### config.mk
export PLATFORM = sky130hd
export DESIGN_NAME = operand_fetch
export DESIGN_NICKNAME = d
export VERILOG_FILES = /design/src/rtl/operand_fetch.sv
export SDC_FILE = /design/constraint.sdc
export NUM_CORES = 1
export LEC_CHECK = 0
export CORE_MARGIN = 10
export CORE_UTILIZATION = 51
export CTS_BUF_LIST = sky130_fd_sc_hd__clkbuf_2
export DETAILED_ROUTE_END_ITERATION = 7
export GPL_TIMING_DRIVEN = 0
export PLACE_DENSITY = 0.93
export SETUP_SLACK_MARGIN = 0.02
export SYNTH_ARGS = -nofsm -noshare
export SYNTH_HDL_FRONTEND = slang
export SYNTH_SLANG_ARGS = --single-unit
### constraint.sdc
create_clock -name clk_i -period 5.9 [get_ports clk_i]
set_clock_uncertainty 0.05 [all_clocks]
set_input_delay 1.77 -clock clk_i [delete_from_list [all_inputs] [get_ports clk_i]]
set_output_delay 1.77 -clock clk_i [all_outputs]
set_load 0.05 [all_outputs]
### src/rtl/operand_fetch.sv
// -----------------------------------------------------------------------------
// operand_fetch
// Purpose : Accepts decoded instructions, reads their source operands from a
//           registered-read register file, merges in-flight writebacks so that
//           operands are never stale, and holds the result for the consumer.
// Ports   :
//   clk_i, resetn_i            clock, asynchronous active-low reset
//   dec_*                      decode-side handshake and register addresses
//   wb_*                       writeback bus (also forwarded to the RF)
//   rf_*                       register-file read request/data and write port
//   op_*                       downstream operand handshake and payload
// -----------------------------------------------------------------------------
module operand_fetch #(
   parameter int unsigned XLEN       = 32,
   parameter int unsigned REG_ADDR_W = 5
) (
   input  logic                  clk_i,
   input  logic                  resetn_i,
   // decode side
   input  logic                  dec_valid_i,
   output logic                  dec_ready_o,
   input  logic [REG_ADDR_W-1:0] dec_rs1_i,
   input  logic [REG_ADDR_W-1:0] dec_rs2_i,
   input  logic [REG_ADDR_W-1:0] dec_rd_i,
   input  logic                  dec_use_rs1_i,
   input  logic                  dec_use_rs2_i,
   // writeback
   input  logic                  wb_valid_i,
   input  logic [REG_ADDR_W-1:0] wb_rd_i,
   input  logic [XLEN-1:0]       wb_data_i,
   // register file
   output logic                  rf_read_en_o,
   output logic [REG_ADDR_W-1:0] rf_rs1_addr_o,
   output logic [REG_ADDR_W-1:0] rf_rs2_addr_o,
   input  logic [XLEN-1:0]       rf_rs1_data_i,
   input  logic [XLEN-1:0]       rf_rs2_data_i,
   output logic                  rf_rd_write_en_o,
   output logic [REG_ADDR_W-1:0] rf_rd_addr_o,
   output logic [XLEN-1:0]       rf_rd_data_o,
   // downstream
   output logic                  op_valid_o,
   input  logic                  op_ready_i,
   output logic [XLEN-1:0]       op_rs1_data_o,
   output logic [XLEN-1:0]       op_rs2_data_o,
   output logic [REG_ADDR_W-1:0] op_rs1_o,
   output logic [REG_ADDR_W-1:0] op_rs2_o,
   output logic [REG_ADDR_W-1:0] op_rd_o
);

   typedef enum logic [1:0] {
      S_IDLE = 2'd0,
      S_READ = 2'd1,
      S_HOLD = 2'd2
   } state_t;

   state_t                r_state;

   // instruction latched at accept
   logic [REG_ADDR_W-1:0] r_rs1;
   logic [REG_ADDR_W-1:0] r_rs2;
   logic [REG_ADDR_W-1:0] r_rd;
   logic                  r_use1;
   logic                  r_use2;

   // writeback seen in the accept cycle; the RF read launched that cycle misses it
   logic                  r_byp1_vld;
   logic                  r_byp2_vld;
   logic [XLEN-1:0]       r_byp1_data;
   logic [XLEN-1:0]       r_byp2_data;

   // downstream payload
   logic                  r_op_valid;
   logic [XLEN-1:0]       r_op_rs1_data;
   logic [XLEN-1:0]       r_op_rs2_data;
   logic [REG_ADDR_W-1:0] r_op_rs1;
   logic [REG_ADDR_W-1:0] r_op_rs2;
   logic [REG_ADDR_W-1:0] r_op_rd;

   logic                  w_dec_ready;
   logic                  w_accept;
   logic                  w_wb_live;
   logic                  w_acc_hit1;
   logic                  w_acc_hit2;
   logic                  w_rd_hit1;
   logic                  w_rd_hit2;
   logic                  w_hold_hit1;
   logic                  w_hold_hit2;
   logic [XLEN-1:0]       w_sel1;
   logic [XLEN-1:0]       w_sel2;

   // Operand priority: unused/x0 -> 0, live writeback, stored bypass, RF data
   function automatic logic [XLEN-1:0] f_sel(
      input logic                  i_used,
      input logic [REG_ADDR_W-1:0] i_addr,
      input logic                  i_wb_hit,
      input logic [XLEN-1:0]       i_wb_data,
      input logic                  i_byp_vld,
      input logic [XLEN-1:0]       i_byp_data,
      input logic [XLEN-1:0]       i_rf_data
   );
      logic [XLEN-1:0] v_res;
      if (!i_used || (i_addr == '0)) v_res = '0;
      else if (i_wb_hit)             v_res = i_wb_data;
      else if (i_byp_vld)            v_res = i_byp_data;
      else                           v_res = i_rf_data;
      return v_res;
   endfunction

   // Handshake; gated by reset so nothing is requested while held in reset
   assign w_dec_ready = resetn_i &&
                        ((r_state == S_IDLE) || ((r_state == S_HOLD) && op_ready_i));
   assign w_accept    = dec_valid_i && w_dec_ready;

   // Writeback match qualifiers (x0 never matches)
   assign w_wb_live   = wb_valid_i && (wb_rd_i != '0);
   assign w_acc_hit1  = w_wb_live && (wb_rd_i == dec_rs1_i);
   assign w_acc_hit2  = w_wb_live && (wb_rd_i == dec_rs2_i);
   assign w_rd_hit1   = w_wb_live && (wb_rd_i == r_rs1);
   assign w_rd_hit2   = w_wb_live && (wb_rd_i == r_rs2);
   assign w_hold_hit1 = w_wb_live && r_use1 && (wb_rd_i == r_op_rs1);
   assign w_hold_hit2 = w_wb_live && r_use2 && (wb_rd_i == r_op_rs2);

   assign w_sel1 = f_sel(r_use1, r_rs1, w_rd_hit1, wb_data_i,
                         r_byp1_vld, r_byp1_data, rf_rs1_data_i);
   assign w_sel2 = f_sel(r_use2, r_rs2, w_rd_hit2, wb_data_i,
                         r_byp2_vld, r_byp2_data, rf_rs2_data_i);

   // FSM, instruction latch and operand registers
   always_ff @(posedge clk_i or negedge resetn_i) begin
      if (!resetn_i) begin
         r_state       <= S_IDLE;
         r_rs1         <= '0;
         r_rs2         <= '0;
         r_rd          <= '0;
         r_use1        <= 1'b0;
         r_use2        <= 1'b0;
         r_byp1_vld    <= 1'b0;
         r_byp2_vld    <= 1'b0;
         r_byp1_data   <= '0;
         r_byp2_data   <= '0;
         r_op_valid    <= 1'b0;
         r_op_rs1_data <= '0;
         r_op_rs2_data <= '0;
         r_op_rs1      <= '0;
         r_op_rs2      <= '0;
         r_op_rd       <= '0;
      end else begin
         if (w_accept) begin
            r_rs1       <= dec_rs1_i;
            r_rs2       <= dec_rs2_i;
            r_rd        <= dec_rd_i;
            r_use1      <= dec_use_rs1_i;
            r_use2      <= dec_use_rs2_i;
            r_byp1_vld  <= w_acc_hit1;
            r_byp2_vld  <= w_acc_hit2;
            r_byp1_data <= wb_data_i;
            r_byp2_data <= wb_data_i;
         end

         case (r_state)
            S_IDLE: begin
               if (w_accept) r_state <= S_READ;
            end
            S_READ: begin
               r_op_valid    <= 1'b1;
               r_op_rs1_data <= w_sel1;
               r_op_rs2_data <= w_sel2;
               r_op_rs1      <= r_rs1;
               r_op_rs2      <= r_rs2;
               r_op_rd       <= r_rd;
               r_state       <= S_HOLD;
            end
            S_HOLD: begin
               if (op_ready_i) begin
                  r_op_valid <= 1'b0;
                  r_state    <= w_accept ? S_READ : S_IDLE;
               end else begin
                  // keep held operands coherent with late writebacks
                  if (w_hold_hit1) r_op_rs1_data <= wb_data_i;
                  if (w_hold_hit2) r_op_rs2_data <= wb_data_i;
               end
            end
            default: r_state <= S_IDLE;
         endcase
      end
   end

   assign dec_ready_o      = w_dec_ready;

   // RF read request only in the accept cycle; addresses otherwise hold
   assign rf_read_en_o     = w_accept;
   assign rf_rs1_addr_o    = w_accept ? dec_rs1_i : r_rs1;
   assign rf_rs2_addr_o    = w_accept ? dec_rs2_i : r_rs2;

   // Writeback passthrough, independent of FSM and reset
   assign rf_rd_write_en_o = w_wb_live;
   assign rf_rd_addr_o     = wb_rd_i;
   assign rf_rd_data_o     = wb_data_i;

   assign op_valid_o       = r_op_valid;
   assign op_rs1_data_o    = r_op_rs1_data;
   assign op_rs2_data_o    = r_op_rs2_data;
   assign op_rs1_o         = r_op_rs1;
   assign op_rs2_o         = r_op_rs2;
   assign op_rd_o          = r_op_rd;

endmodule

==> results.py <==
metrics = {
    "timing": {
        "post-route-worst-setup-slack_ns": 0.1038,
        "period_needed_ns": 5.796,
        "maxSlewHeadroom_pct": 37.06,
        "grt_setup_unrepaired": "false",
        "max_freq_mhz": 172.5,
        "maxSlewViolCount": 0,
        "worst_slew_pin_slew_ns": 0.9442,
        "finalCritPeriodShare_pct": 98.24,
        "finalHoldViolCount": 0,
        "setup_viol_count_final": 0,
    },
    "global_route": {
        "overflow": 0,
        "grt_pass1_wl_um": 39830,
        "grt_pass1_vias": 6988,
        "grt_usage_pct": 25.45,
        "antenna_found_initial": 1,
        "grt_max_degree": 83,
    },
    "logic_synthesis": {
        "synth_simple_gate_area_share_pct": 5.673,
        "synth-edff-count": 0,
        "syn_inst": 648,
        "synth_top_family_by_area": "multiplexers",
        "ys_ff_latch": 133,
        "synth.area.mux_share_pct": 23.18,
        "synth_nets": 775,
        "yosysWarnings": 0,
        "synth_compound_area_share_pct": 14.12,
        "synth_cell_types": 42,
        "synth.avg_cell_area_um2": 11.54,
        "ys_seq_area_share_pct": 44.51,
        "postSynth.asyncResetShare_pct": 100.0,
        "synth_adder_area_share_pct": 0.6693,
        "netlist_area_um2": 7477,
        "synth_ff_type": "dfrtp_1",
        "synth_xor_area_share_pct": 3.514,
    },
    "routing": {
        "dr.pass1.iters": 5,
        "drt-vias-per-instance": 5.745,
        "drt_wl_total_um": 25770,
        "vias": 6394,
        "wl_per_cell_um": 23.15,
        "ant_nets": 0,
        "drt_iter0_drc": 454,
        "drc": 0,
    },
    "finish": {
        "area_growth_pct": 39.34,
        "layout-drive-gt1-share_pct": 20.69,
        "final_nets": 1042,
        "finalInstanceArea_um2": 10420,
        "nFillCells": 1055,
        "finalNonFillerCells": 1113,
    },
    "power": {
        "finalPower_uw": 5639,
        "swShare_pct": 49.22,
        "vdd_drop_max_mv": 0.3631,
        "p_int_uw": 2863,
        "seq_power_share_pct": 29.3,
        "pwr-share-clk_pct": 9.5,
        "p_leak_uw": 0.004249,
        "power_density_nw_per_um2": 541.2,
        "p_sw_uw": 2775,
        "share_comb_of_total_power_pct": 61.1,
    },
    "min_path": {
        "hold_path_class": "reg -> reg",
    },
    "clocking": {
        "clk_latency_ns": 0.70,
        "root_buffer": "clkbuf_2",
        "clockBufferDepth": 2,
        "cts_tree": "built",
        "cts_inserted_buffers": 17,
        "hold_buffers": 0,
        "clk_pin_slew_ns": 0.18,
        "htree_levels": 4,
        "clock-sinks": 133,
    },
    "placed_design": {
        "portBuffers": 247,
        "dp_hpwl_um": 19570,
        "post_dp_cell_area_um2": 10210,
        "dp_cells": 1080,
        "post-place-ws_ns": -0.6387,
        "place.gp.congestion": 0.8718,
    },
    "critical_path": {
        "worstSetupPathType": "in -> out",
        "crit_path_end_kind": "output port",
        "worst-path-max-fanout": 10,
        "cp.required_ns": 4.08,
        "startpoint_type": "input port",
        "cp_data_arrival_time_ns": 3.98,
    },
    "floorplanning": {
        "initial_utilization_pct": 51.84,
        "rows": 44,
        "dieArea_um2": 19910,
        "ios": 253,
        "fp.coreArea_um2": 14420,
        "die_h_um": 141.1,
        "die_width_um": 141.1,
    },
    "outcome": {
        "status": "complete, no violations",
    },
    "run": {
        "cap_viol_max_count": 0,
    },
}
through the flow:
step	hold WS, ns	TNS (ns)	util, %
floorplan	0.3901	0	-
finish	0.4538	0	72.23
global route	0.4850	0	72.23
global placement	0.4027	-529.86	70.58
CTS	0.4562	0	72.24
detailed placement	0.4150	-5.498	70.78
worst max-delay path, cell delays in order:
cell and delay, ns:
clkdlybuf4s50_1 0.51, a21oi_1 0.22, nand3b_1 0.19, clkbuf_4 0.27, buf_4 0.23, mux2_2 0.36, dlygate4sd2_1 0.43
synth_stat cells (15+ instances only):
cell       number  share of area [%]
buf_2          15                1.0
a21oi_1        62                4.1
o2bb2ai_1      17                2.0
xor2_1         16                1.9
a2bb2oi_1      30                3.5
o311ai_0       17                2.0
nand2_1        42                2.1
dfrtp_1       133                 45
mux2i_1        64                8.6
nand4_1        21                1.8
clkbuf_1       21                1.1
mux2_2         70                 11
buf_4          42                4.2
metal layers:
layer / global-route usage [%] / part of all wire (%)
met2: 42.31 / 49
met4: 10.76 / 2.7
met1: 28.65 / 38
met3: 9.540 / 9.9
met5: 0 / 0
cells in the final DEF (no fill, tap or decap), types with 3 or more instances in the layout:
cell / Yosys / final
and2_1: 3 / 3
dlygate4sd2_1: 0 / 9
o21ai_0: 3 / 3
nand4_1: 21 / 21
buf_6: 11 / 12
clkbuf_1: 21 / 20
buf_4: 42 / 44
nor2b_1: 4 / 4
mux2_1: 11 / 11
xor2_1: 16 / 16
nor3_1: 4 / 4
clkinv_1: 1 / 4
mux2_4: 12 / 12
o311ai_0: 17 / 17
mux2i_1: 64 / 64
o2bb2ai_1: 17 / 17
ha_1: 4 / 4
mux2_2: 70 / 70
clkbuf_2: 0 / 22
clkdlybuf4s50_1: 0 / 236
xnor2_1: 14 / 14
nand2_1: 42 / 42
dfrtp_1: 133 / 133
a2bb2oi_1: 30 / 30
a21oi_1: 62 / 62
buf_2: 15 / 13
inv_1: 6 / 6
clkinv_2: 0 / 3
worst paths after layout:
check | startpoint | to | slack (ns) | depth (start not counted)
max | op_ready_i | rf_rs1_addr_o[0] | 0.10 | 7
min | r_rd[3] | r_rd[3] | 0.45 | 2
max reg2reg | r_rs1[2] | op_rs1_data_o[14] | 3.11 | 6
min reg2reg | r_rd[3] | r_rd[3] | 0.45 | 2
max in group asynchronous | resetn_i | op_rs2_data_o[17] | 4.08 | 2
min in group asynchronous | resetn_i | r_rs1[0] | 0.92 | 1
area by class of cell:
class                      instances  area, um^2  area share [%]
sequential                       133        3328           31.94
clock inverter                    11       110.1           1.057
inverter                           7       26.28          0.2522
multi-input combinational        418        3526           33.84
clock buffer                      21       105.1           1.009
antenna                            1       2.502         0.02402
tap                              184       230.2           2.210
timing repair buffer             248        2485           23.85
buffer                            90       605.6           5.812
power by group through the flow:
stage / combinational, uW / clock, uW / sequential [uW]
after floorplan: 1530 / 0 / 2420
after global placement: 3400 / 0 / 1630
after detailed placement: 3470 / 0 / 1660
after CTS: 3460 / 546 / 1640
after global routing: 3640 / 578 / 1700
final: 3450 / 538 / 1650
cells by family (layout without fill, tap and decap cells):
family | after synthesis | after routing
AOI/OAI and AO/OA | 145 | 145
xor gates and xnor gates | 30 | 30
adders and majority gates | 4 | 4
buffers and inverters | 97 | 377
DFF | 133 | 133
muxes | 157 | 157
other | 0 | 1
and+or+nand+nor | 82 | 82
what timing repair did:
action,4_1_cts,5_1_grt
gates resized for setup,14,2
endpoints found under the setup margin,10,1
setup buffers,0,0
Power figures use the tool's default switching activity.
